$ cat config.mk
export PLATFORM = sky130hd
export DESIGN_NAME = uart_rx_ctrl
export DESIGN_NICKNAME = d
export VERILOG_FILES = /design/src/rtl/uart_rx_ctrl.sv
export SDC_FILE = /design/constraint.sdc
export NUM_CORES = 1
export LEC_CHECK = 0
export ABC_CLOCK_PERIOD_IN_PS = 2200
export BUFFER_PORTS_ARGS = -buffer_cell sky130_fd_sc_hd__buf_2
export CORE_UTILIZATION = 45
export CTS_BUF_LIST = sky130_fd_sc_hd__clkbuf_16
export DETAILED_ROUTE_END_ITERATION = 6
export GPL_TIMING_DRIVEN = 1
export PLACE_DENSITY = 0.68
export SYNTH_ARGS = -nofsm -noshare
export SYNTH_HDL_FRONTEND = slang
export SYNTH_SLANG_ARGS = --single-unit
$ cat constraint.sdc
create_clock -name clk -period 2.2 [get_ports clk]
set_input_delay 0.33 -clock clk [delete_from_list [all_inputs] [get_ports clk]]
set_output_delay 0.33 -clock clk [all_outputs]
set_load 0.02 [all_outputs]
$ cat src/rtl/uart_rx_ctrl.sv
// -----------------------------------------------------------------------------
// uart_rx_ctrl
//
// Receive-side frame controller for the UART RX path. Detects a start bit on
// the oversampled serial line, tracks the edge index within each bit and the
// data-bit index, and issues one-cycle check/shift strobes to the sampler,
// deserializer and start/parity/stop checkers. A one-cycle data_valid pulse
// flags a frame that finished with no parity or stop error.
//
// Ports:
//   clk          RX oversampling clock
//   rst          asynchronous active-low reset
//   rx_in        serial line, idle high, already synchronized
//   prescale     oversampling ratio (even, 8..32), latched at frame start
//   par_en       frame carries a parity bit, latched at frame start
//   par_err      registered parity-checker result (held until next check)
//   strt_glitch  registered start-checker result
//   stp_err      registered stop-checker result
//   dat_samp_en  data sampler enable (high whenever a frame is in progress)
//   edge_cnt     edge index within the current bit, 0..prescale-1
//   bit_cnt      data-bit index, 0..Data_Width-1
//   deser_en     deserializer shift strobe
//   strt_chk_en  start-check strobe
//   par_chk_en   parity-check strobe
//   stp_chk_en   stop-check strobe
//   data_valid   one-cycle pulse, frame error-free
//   busy         high in any state other than IDLE
// -----------------------------------------------------------------------------
module uart_rx_ctrl #(
  parameter int Data_Width = 8,
  parameter int Pre_Width  = 6
) (
  input  logic                 clk,
  input  logic                 rst,
  input  logic                 rx_in,
  input  logic [Pre_Width-1:0] prescale,
  input  logic                 par_en,
  input  logic                 par_err,
  input  logic                 strt_glitch,
  input  logic                 stp_err,
  output logic                 dat_samp_en,
  output logic [Pre_Width-1:0] edge_cnt,
  output logic [3:0]           bit_cnt,
  output logic                 deser_en,
  output logic                 strt_chk_en,
  output logic                 par_chk_en,
  output logic                 stp_chk_en,
  output logic                 data_valid,
  output logic                 busy
);

  typedef enum logic [2:0] {
    S_IDLE,
    S_START,
    S_DATA,
    S_PARITY,
    S_STOP,
    S_ERR_CHK
  } state_e;

  localparam logic [3:0] LastBit = 4'(Data_Width - 1);

  state_e               state_q,    state_d;
  logic [Pre_Width-1:0] edge_q,     edge_d;
  logic [3:0]           bit_q,      bit_d;
  logic [Pre_Width-1:0] pre_q,      pre_d;
  logic                 par_en_q,   par_en_d;

  logic [Pre_Width-1:0] last_edge;
  logic [Pre_Width-1:0] chk_edge;
  logic                 at_last;
  logic                 at_chk;

  // Checks happen one edge after the three majority samples at P/2-1..P/2+1.
  assign last_edge = pre_q - Pre_Width'(1);
  assign chk_edge  = (pre_q >> 1) + Pre_Width'(2);
  assign at_last   = (edge_q == last_edge);
  assign at_chk    = (edge_q == chk_edge);

  // NOTE: every variable gets a default first so no path leaves it unassigned
  // and no latch is inferred.
  always_comb begin
    state_d  = state_q;
    edge_d   = at_last ? '0 : edge_q + Pre_Width'(1);
    bit_d    = bit_q;
    pre_d    = pre_q;
    par_en_d = par_en_q;

    unique case (state_q)
      S_IDLE: begin
        edge_d = '0;
        // The detection cycle is edge 0, so START opens on edge 1.
        if (!rx_in) begin
          state_d  = S_START;
          edge_d   = Pre_Width'(1);
          pre_d    = prescale;
          par_en_d = par_en;
        end
      end
      S_START: begin
        if (at_last) begin
          if (strt_glitch) begin
            state_d = S_IDLE;
          end else begin
            state_d = S_DATA;
            bit_d   = '0;
          end
        end
      end
      S_DATA: begin
        if (at_last) begin
          if (bit_q == LastBit) begin
            bit_d   = '0;
            state_d = par_en_q ? S_PARITY : S_STOP;
          end else begin
            bit_d = bit_q + 4'd1;
          end
        end
      end
      S_PARITY: begin
        if (at_last) state_d = S_STOP;
      end
      S_STOP: begin
        if (at_last) state_d = S_ERR_CHK;
      end
      S_ERR_CHK: begin
        // A low line here is the next start bit; this cycle is its edge 0.
        if (!rx_in) begin
          state_d  = S_START;
          edge_d   = Pre_Width'(1);
          pre_d    = prescale;
          par_en_d = par_en;
        end else begin
          state_d = S_IDLE;
          edge_d  = '0;
        end
      end
      default: begin
        state_d = S_IDLE;
        edge_d  = '0;
        bit_d   = '0;
      end
    endcase
  end

  // NOTE: non-blocking assignments so every flop updates from pre-edge values.
  always_ff @(posedge clk or negedge rst) begin
    if (!rst) begin
      state_q  <= S_IDLE;
      edge_q   <= '0;
      bit_q    <= '0;
      pre_q    <= '0;
      par_en_q <= 1'b0;
    end else begin
      state_q  <= state_d;
      edge_q   <= edge_d;
      bit_q    <= bit_d;
      pre_q    <= pre_d;
      par_en_q <= par_en_d;
    end
  end

  // Outputs come only from registered state/counters; the checker results
  // feed data_valid but rx_in never reaches an output.
  always_comb begin
    busy        = (state_q != S_IDLE);
    dat_samp_en = busy;
    edge_cnt    = edge_q;
    bit_cnt     = bit_q;
    strt_chk_en = (state_q == S_START)  && at_chk;
    deser_en    = (state_q == S_DATA)   && at_chk;
    par_chk_en  = (state_q == S_PARITY) && at_chk;
    stp_chk_en  = (state_q == S_STOP)   && at_chk;
    data_valid  = (state_q == S_ERR_CHK) && !((par_err && par_en_q) || stp_err);
  end

endmodule

==> reports/metrics.cfg <==
[synth]
syn_area_sq_mm = 0.00138
synth_top_cell_by_area = dfrtp_1
synth_area_leaders = dfrtp_1 (36%), xor2_1 (7.6%), mux2_1 (6.5%), ha_1 (5.4%), nor2_1 (3.3%)
syn_nets = 158
ys_types = 42
yosysWarnings = 0
synth.avg_cell_area_sq_um = 9.94
synth_ff_type = dfrtp_1
ys_ff_latch = 20
async_reset_ff_share_pct = 100
ys_seq_area_share_pct = 36.2
synth_edf_count = 0
yosysTopAreaCellShare_pct = 36.2
netlist_instances = 139

[floorplan]
core_sq_mm = 0.00283
die_w_um = 57.4
initial_utilization_pct = 48.8
dieArea_sq_mm = 0.00330
num_rows = 19
io_pins = 30
die_y_um = 57.4

[setup_path]
required_ns = 1.87
worstPathMaxFanout = 4
cp.arrival_ns = 1.82
cpPeakStageDelay_ns = 0.46
cp_cell_sequence = ha_4 -> xor2_2 -> nand3_1 -> o31ai_2 -> nand3_2 -> nor3_2 -> buf_4
cp-end-kind = output port
startpoint_type = flip-flop
criticalPathCategory = reg -> out
cpMaxStageDelayCell = dfrtp_2

[timing]
hold_violations = 0
rsz0062_at_grt = yes
finalCritPeriodShare_pct = 97.8
tightest_slew_ns = 0.458
fin_skew_ns = 0.00258
setup_viol = 0
max_freq_ghz = 0.465
slew_viol_final = 0
holdWs_ns = 0.0198
min_period_ns = 2.15
slew_headroom_pct = 69.4
setup-tns-final_ns = 0
setup_slack_ns = 0.0484

[cells_and_area]
final_util_pct = 64.4
final_area_sq_mm = 0.00182
final_cell_mix = buf_2 (26), dfrtp_1 (16), nor2_1 (12)
final_common_cell = buf_2
drive_above_1_share_pct = 42.7
synthToLayoutAreaGrowth_pct = 31.9
diodes = 0
stdcell_count = 209
finalNetCount = 198

[power_and_ir_drop]
switching_share_pct = 45.0
p_leak_nw = 0.859
p_total_mw = 2.61
power_frac_comb_pct = 57.9
p_switching_mw = 1.17
p_int_mw = 1.43
p_clk_share_pct = 14.5
pwr-share-seq_pct = 27.6
p_per_area_mw_per_mm2 = 1430
ir_worst_vdd_uv = 696

[cts]
clock_path_buffers = 2
htreeDepth = 1
cts.sinks = 20
cts.hold.buffers_added = 0
clk_latency_ns = 0.25
cts_root_buf = clkbuf_16
cts_tree = done
cts_buffers = 3
clkTransAtPathRegs_ns = 0.06

[placed_design]
port_buffers = 29
dp_hpwl_mm = 2.14
dpl_cell_area_sq_mm = 0.00155
place_congestion = 0.803
place_worst_setup_slack_ns = 0.0909
placed_cells = 196

[global_route]
grt_pass1_vias = 1169
grt_pass1_wl_mm = 5.11
grt_max_degree = 21
antenna_found_initial = 0
grt.total_usage_pct = 20.5
overflow = 0

[run_status]
violations = DRC
run_status = finished, violations left

[run]
maxCapViolCount = 0

[route]
drc = 1
vias = 1163
wire_per_inst_um = 15.3
first_pass_iters = 6
drtAntennaViolNets = 0
dr.first_iter.drc_count = 27
via_per_inst = 5.56
wl_mm = 3.19

[min_path]
worstHoldPathType = in -> async

flip-flops by register name (all words and copies together), names as in the netlist:
name	flops
pre_q	6
par_en_q	1
bit_cnt	4
state_q	3
edge_cnt	6
worst max-delay path: cells and delay by family, from the launching register on:
family,cells,cell delay (ns)
AND/OR/NAND/NOR,3,0.50
buffers and inverters,1,0.16
adder cells (fa/ha/maj),1,0.19
AO/OA/AOI/OAI,1,0.10
XOR/XNOR,1,0.16
flip-flops,1,0.46
layer usage:
| layer | global-route usage [%] | vias to the layer above | part of all wire (%) |
|---|---|---|---|
| li1 | - | 559 | - |
| met1 | 23.5 | 561 | 46 |
| met2 | 37.9 | 36 | 48 |
| met3 | 3.85 | 7 | 4.8 |
| met4 | 7.32 | 0 | 1.4 |
| met5 | 0 | - | 0 |
cells in the mapped netlist, drive strengths merged (2+ instances only):
master / instances
nor3: 8
a21o: 3
nand3: 10
a21oi: 3
mux2: 8
inv: 9
xnor2: 7
nand2b: 3
ha: 6
dfrtp: 20
and3: 3
nor2: 12
buf: 3
o21bai: 2
nand2: 10
xor2: 13
o21ai: 3
final cells by class:
cell class / count / area (sq um)
fillers: 220 / 1010
multi-input cells: 106 / 921
flip-flops and latches: 20 / 505
repair buffers: 39 / 244
clock buffers: 3 / 75.1
well taps: 31 / 38.8
inverters: 9 / 33.8
clock inverters: 1 / 3.75
power by group through the flow:
stage,sequential (mW),clock (mW),combinational (mW)
finish,0.719,0.379,1.51
global route,0.738,0.403,1.65
CTS,0.708,0.390,1.28
detailed placement,0.710,0,1.16
global placement,0.700,0,1.13
floorplan,0.704,0,0.909
repair_timing:
| item | CTS | global route |
|---|---|---|
| resized for setup | 9 | 17 |
| pin swaps | 4 | 7 |
| setup buffers | 5 | 4 |
| setup endpoints to repair | 4 | 6 |
kinds of logic (layout without fill, tap and decap cells):
family	after synthesis	count (layout)	share of synthesized area, %
simple gates	52	52	21.3
mux	8	8	6.52
buf+inv	13	52	4.44
fa+ha+maj	6	6	5.43
compound gates	20	20	11.8
xor+xnor	20	20	14.3
flops	20	20	36.2
final timing paths:
check,depth (start not counted),start,slack (ns),endpoint
min in group clk,2,par_en,0.28,par_en_q
max,7,pre_q[3],0.05,strt_chk_en
max reg2reg,8,pre_q[2],0.06,state_q[0]
min reg2reg,1,bit_cnt[2],0.55,bit_cnt[2]
max in group asynchronous,1,rst,1.84,pre_q[2]
min,1,rst,0.02,par_en_q
Note: power is estimated with default switching activity, not from simulation.
